**src/rtl/demux_banco_reg_pkg.sv**
```systemverilog
// Shared defaults and mode encoding for the register-bank write distributor.
package demux_banco_reg_pkg;

  localparam int unsigned WIDTH_DEF  = 8;
  localparam int unsigned N_REGS_DEF = 4;

  typedef enum logic {
    MODO_END = 1'b0,
    MODO_SEQ = 1'b1
  } modo_t;

endpackage

```
**src/rtl/demux_banco_reg_if.sv**
```systemverilog
// Write handshake into the register bank: producer drives word/index, bank returns ready.
interface demux_banco_reg_if
  import demux_banco_reg_pkg::*;
#(
  parameter int unsigned WIDTH  = WIDTH_DEF,
  parameter int unsigned N_REGS = N_REGS_DEF
);

  localparam int unsigned ADDR_W = $clog2(N_REGS);

  logic              in_valid;
  logic              in_ready;
  logic [WIDTH-1:0]  in_data;
  logic [ADDR_W-1:0] in_addr;

  modport master (output in_valid, output in_data, output in_addr, input in_ready);
  modport slave  (input in_valid, input in_data, input in_addr, output in_ready);

endinterface

```
**src/rtl/demux_banco_reg_demux_1paraN.sv**
```systemverilog
// 1-to-N write demultiplexer: one-hot enable from the index, per-register load/hold select.
module demux_1paraN
  import demux_banco_reg_pkg::*;
#(
  parameter int unsigned WIDTH  = WIDTH_DEF,
  parameter int unsigned N_REGS = N_REGS_DEF
) (
  input  logic                       wr,
  input  logic [$clog2(N_REGS)-1:0]  idx,
  input  logic [WIDTH-1:0]           d,
  input  logic [N_REGS*WIDTH-1:0]    q_cur,
  output logic [N_REGS-1:0]          en,
  output logic [N_REGS*WIDTH-1:0]    q_next
);

  localparam int unsigned ADDR_W = $clog2(N_REGS);

  always_comb begin
    en     = '0;
    q_next = q_cur;
    for (int unsigned i = 0; i < N_REGS; i++) begin
      en[i] = wr && (idx == ADDR_W'(i));
      if (en[i]) begin
        q_next[i*WIDTH +: WIDTH] = d;
      end
    end
  end

endmodule

```
**src/rtl/demux_banco_reg.sv**
```systemverilog
// Register-bank write distributor: addressed or auto-incrementing sequential fill,
// with sticky per-register loaded flags and a registered one-hot write strobe.
module demux_banco_reg
  import demux_banco_reg_pkg::*;
#(
  parameter int unsigned WIDTH  = WIDTH_DEF,
  parameter int unsigned N_REGS = N_REGS_DEF
) (
  input  logic                       clk,
  input  logic                       rst_n,
  demux_banco_reg_if.slave           bus,
  input  logic                       modo_seq,
  input  logic                       drain,
  input  logic                       clear,
  output logic [N_REGS*WIDTH-1:0]    q,
  output logic [N_REGS-1:0]          wr_strobe,
  output logic [N_REGS-1:0]          loaded,
  output logic                       all_loaded,
  output logic [$clog2(N_REGS)-1:0]  ptr
);

  localparam int unsigned ADDR_W = $clog2(N_REGS);

  logic                    seq_mode;
  logic                    wr_fire;
  logic [ADDR_W-1:0]       target;
  logic [N_REGS-1:0]       en;
  logic [N_REGS*WIDTH-1:0] q_next;

  assign seq_mode     = (modo_seq == MODO_SEQ);
  assign all_loaded   = &loaded;
  // Only sequential mode stalls on a full bank; addressed writes may always overwrite.
  assign bus.in_ready = !clear && !drain && !(seq_mode && all_loaded);
  assign wr_fire      = bus.in_valid && bus.in_ready;
  assign target       = seq_mode ? ptr : bus.in_addr;

  demux_1paraN #(
    .WIDTH  (WIDTH),
    .N_REGS (N_REGS)
  ) u_demux (
    .wr     (wr_fire),
    .idx    (target),
    .d      (bus.in_data),
    .q_cur  (q),
    .en     (en),
    .q_next (q_next)
  );

  always_ff @(posedge clk or negedge rst_n) begin
    if (!rst_n) begin
      q         <= '0;
      loaded    <= '0;
      wr_strobe <= '0;
      ptr       <= '0;
    end else if (clear) begin
      q         <= '0;
      loaded    <= '0;
      wr_strobe <= '0;
      ptr       <= '0;
    end else if (drain) begin
      loaded    <= '0;
      wr_strobe <= '0;
      ptr       <= '0;
    end else begin
      q         <= q_next;
      loaded    <= loaded | en;
      wr_strobe <= en;
      if (wr_fire && seq_mode) begin
        ptr <= ptr + ADDR_W'(1);
      end
    end
  end

endmodule

```
**src/flat_wrapper.sv**
```systemverilog
// flat-port wrapper written by rule: the top's interface ports become plain ports
module demux_banco_reg_flat import demux_banco_reg_pkg::*;
#(
  parameter int unsigned WIDTH  = WIDTH_DEF,
  parameter int unsigned N_REGS = N_REGS_DEF
)
  (clk, rst_n, modo_seq, drain, clear, q, wr_strobe, loaded, all_loaded, ptr, bus_in_valid, bus_in_data, bus_in_addr, bus_in_ready);
  demux_banco_reg_if #(.WIDTH(WIDTH), .N_REGS(N_REGS)) bus_i ();
  input  logic clk;
  input  logic rst_n;
  input  logic modo_seq;
  input  logic drain;
  input  logic clear;
  output logic [N_REGS*WIDTH-1:0] q;
  output logic [N_REGS-1:0] wr_strobe;
  output logic [N_REGS-1:0] loaded;
  output logic all_loaded;
  output logic [$clog2(N_REGS)-1:0] ptr;
  input wire logic [$bits(bus_i.in_valid)-1:0] bus_in_valid;
  input wire logic [$bits(bus_i.in_data)-1:0] bus_in_data;
  input wire logic [$bits(bus_i.in_addr)-1:0] bus_in_addr;
  output wire logic [$bits(bus_i.in_ready)-1:0] bus_in_ready;
  assign bus_i.in_valid = bus_in_valid;
  assign bus_i.in_data = bus_in_data;
  assign bus_i.in_addr = bus_in_addr;
  assign bus_in_ready = bus_i.in_ready;
  demux_banco_reg #(.WIDTH(WIDTH), .N_REGS(N_REGS)) u_core (.clk(clk), .rst_n(rst_n), .bus(bus_i), .modo_seq(modo_seq), .drain(drain), .clear(clear), .q(q), .wr_strobe(wr_strobe), .loaded(loaded), .all_loaded(all_loaded), .ptr(ptr));
endmodule
```
**config.mk**
```make
export PLATFORM = sky130hd
export DESIGN_NAME = demux_banco_reg_flat
export DESIGN_NICKNAME = d
export VERILOG_FILES = /design/src/rtl/demux_banco_reg_pkg.sv /design/src/rtl/demux_banco_reg_if.sv /design/src/rtl/demux_banco_reg_demux_1paraN.sv /design/src/rtl/demux_banco_reg.sv /design/src/flat_wrapper.sv
export SDC_FILE = /design/constraint.sdc
export NUM_CORES = 1
export LEC_CHECK = 0
export CAP_MARGIN = 25
export CORE_MARGIN = 8
export CORE_UTILIZATION = 48
export DETAILED_ROUTE_END_ITERATION = 8
export PLACE_DENSITY = 0.8
export REMOVE_ABC_BUFFERS = 1
export SLEW_MARGIN = 30
export SYNTH_ARGS = -nofsm -noshare
export SYNTH_HDL_FRONTEND = slang
export SYNTH_HIERARCHICAL = 1
export SYNTH_SLANG_ARGS = --single-unit
```
**constraint.sdc**
```tcl
create_clock -name clk -period 2.5 [get_ports clk]
set_input_delay 0.5 -clock clk [delete_from_list [all_inputs] [get_ports clk]]
set_output_delay 0.5 -clock clk [all_outputs]
set_load 0.03 [all_outputs]
```
==> flow_summary_export.csv, run 1 <==
group,metric,value,unit
worst_setup_path,r2r_cells,8,
floorplan,ios,60,
yosys,yosys_warnings,6,
power_and_ir_drop,power.leakage,1.40,nW
yosys,synth_edf_count,0,
cts,post-cts-setup-buffers,0,
worst_setup_path,arrival,2.46,ns
grt,grt_start_max_net_pins,34,
power_and_ir_drop,p_sw,0.000300,W
routing,vias,1596,
cts,tritoncts,"yes",
worst_setup_path,worstSetupPathType,"in -> reg",
power_and_ir_drop,peakVddDrop,0.000340,V
yosys,synth_seq_cells,42,
yosys,yosys.area.top_type_share,0.493,
grt,grt_most_used_layer,"met2",
worst_setup_path,critPathSlowestCell,"clkdlybuf4s50_1",
worst_setup_path,r2r-end,"u_core/q[18]",
sta,whs,0.167,ns
cts,cts_sinks,42,
routing,routed_wl,5100,um
cts,htreeDepth,2,
sta,relSlewSlack,0.631,
floorplan,core,4320,um^2
cts,numCtsBuffers,5,
power_and_ir_drop,pwr-share-clk,0.326,
power_and_ir_drop,combPwrFrac,0.121,
grt,grt_overflow,0,
sta,fin_tns_setup,0,ns
sta,slew_violations,0,
grt,antenna_found_initial,0,
grt,grt_use_met1,0.206,
yosys,synth_area,2130,um^2
yosys,yosysTopAreaCell,"dfrtp_1",
routing,vias_per_cell,5.32,
yosys,yosysMostFrequentCell,"dfrtp_1",
floorplan,initial_core_util,0.493,
yosys,yosysUniqueCellTypes,21,
yosys,async_flop_share,1.00,
grt,use_met3,0.0390,
place,globalplace.congestion,0.801,
run_status,status,"complete, no violations",
cts,clockRootBuffer,"clkbuf_8",
sta,rsz0062_at_grt,"false",
worst_setup_path,reg2reg_from,"u_core/loaded[3]",
place,io_buffers,59,
layout,antenna_cells,0,
layout,drive_gt1_frac,0.234,
routing,drcViolationCount,0,
cts,cts.clk_slew.worst_paths,0.08,ns
layout,area_growth,34.0,%
grt,grt_pass1_wl,8180,um
place,dp.cells,293,
yosys,netlist_top_cells_area,"dfrtp_1 (49%), mux2_2 (18%), mux2i_1 (15%)",
power_and_ir_drop,power-per-cell-area,436,nW/um^2
layout,finalNetCount,264,
worst_setup_path,cpPeakStageDelay,0.44,ns
worst_setup_path,r2r_slack,0.48,ns
sta,fmax,0.436,GHz
run,timing.max_cap.violations,0,
worst_setup_path,setup.worst_path.end_class,"flip-flop",
yosys,syn_inst,183,
floorplan,die_width,82.7,um
grt,grt_pass1_vias,1592,
routing,dr.first_iter.drc_count,90,
worst_setup_path,crit_path_max_fanout,9,
power_and_ir_drop,seqPwrFrac,0.553,
yosys,synth_top_flop_cell,"dfrtp_1",
cts,cts_resized,0,
floorplan,dieHeight,82.7,um
sta,period_needed,2.29,ns
sta,setup_violations,0,
yosys,synth_common_cells,"dfrtp_1 (42), nor2_1 (41), mux2_2 (34)",
power_and_ir_drop,sw_frac_of_total,0.241,
sta,period_share,0.917,
grt,grt.total_usage,0.155,
place,dpl_cell_area,2780,um^2
routing,post_drt_wl_per_cell,17.0,um
cts,cts_max_path_buffers,2,
sta,clock_skew,0.00661,ns
sta,worst_pin_slew,0.554,ns
cts,hold_buffers,0,
yosys,avgSynthCellArea,11.7,um^2
grt,met2_usage,0.247,
layout,utilization,0.661,
min_path,hold_path.class,"in -> async",
layout,stdcell_count,300,
layout,design_area,2860,um^2
sta,hold_viol,0,
place,hpwlAfterDp,3720,um
worst_setup_path,cp.required,2.66,ns
yosys,seq_area_frac_synth,0.493,
worst_setup_path,crit_path_start_kind,"input port",
power_and_ir_drop,internal_power,0.000945,W
routing,first_pass_iters,5,
cts,clk_latency,0.29,ns
floorplan,die_area,6830,um^2
worst_setup_path,worstPathCellList,"clkdlybuf4s50_1, or2_1, a21oi_2, and2_1, buf_4, nand3b_2, mux2_2, mux2i_1, nor2_1",
routing,final_antenna_net_count,0,
floorplan,placementRows,24,
-- power groups by stage --
stage / registers, W / clock network, W / logic (W)
after floorplan: 0.000713 / 0 / 0.0000443
after global placement: 0.000702 / 0 / 0.000151
after detailed placement: 0.000702 / 0 / 0.000152
after CTS: 0.000689 / 0.000413 / 0.000152
after global routing: 0.000690 / 0.000435 / 0.000163
final: 0.000689 / 0.000406 / 0.000150
-- per-layer routing --
metal | vias to the layer above | part of all wire
li1 | 752 | -
met1 | 789 | 0.46
met2 | 49 | 0.46
met3 | 6 | 0.074
met4 | 0 | 0.0092
met5 | - | 0
-- final cells by class --
| type | instances | area, um^2 |
|---|---|---|
| Inverter | 3 | 11.3 |
| Timing Repair Buffer | 69 | 653 |
| Fill cell | 369 | 1470 |
| Sequential cell | 42 | 1050 |
| Tap cell | 52 | 65.1 |
| Multi-Input combinational cell | 127 | 1000 |
| Clock buffer | 7 | 76.3 |
-- critical path, delay by kind of cell --
kind,cells,cell delay [ns]
compound gates,1,0.13
simple gates,4,0.73
buf+inv,2,0.57
mux,2,0.51
-- worst max path at each step --
stage                     start  depth (start not counted)            to
2_1_floorplan  u_core/loaded[3]                          7   u_core/q[0]
3_3_place_gp              clear                          9  u_core/q[30]
3_5_place_dp              clear                          9  u_core/q[18]
4_1_cts                   clear                          9  u_core/q[18]
5_1_grt                   clear                          9   u_core/q[4]
6_report                  clear                          9  u_core/q[18]
-- placed cells by master (no fill, tap or decap) --
cell              n
mux2_2           34
and2_1            5
clkdlybuf4s50_1  56
nand3b_2          2
nand3_2           1
nor2_1           41
o21ai_0           2
a21oi_1           2
or2_1             1
and4_4            1
nor3b_2           1
nand3_1           1
dfrtp_1          42
mux2i_1          32
buf_2             2
a21oi_2           1
clkbuf_8          5
or3_1             2
clkbuf_1          2
nand2_1           1
inv_1             3
buf_4            11
-- registers in the layout (all words and copies together), names as in the netlist --
register / count
u_core/ptr: 2
u_core/wr_strobe: 4
u_core/q: 32
u_core/loaded: 4
-- per-stage QoR --
stage / worst slack [ns] / power [W]
2_1_floorplan: -0.0601 / 0.000757
3_3_place_gp: -0.0520 / 0.000853
3_5_place_dp: -0.101 / 0.000854
4_1_cts: 0.205 / 0.00125
5_1_grt: 0.0518 / 0.00129
6_report: 0.208 / 0.00125
-- cell families after synthesis --
kind of cell | Yosys count | share of synthesized area
AND/OR/NAND/NOR | 56 | 0.126
multiplexers | 66 | 0.330
AO/OA/AOI/OAI | 5 | 0.0135
buffers and inverters | 14 | 0.0381
flip-flops | 42 | 0.493
(Power assumes the default switching activity.)
==> inputs of run 2 (changes only) <==
SKIP_LAST_GASP = 1   (was default)
==> results of run 2 <==
No change in the layout: final DEF, timing and power equal those of run 1.
==> inputs of run 3 (changes only) <==
SLEW_MARGIN = 15   (was 30)
==> results of run 3 <==
No change in the layout: final DEF, timing and power equal those of run 1.
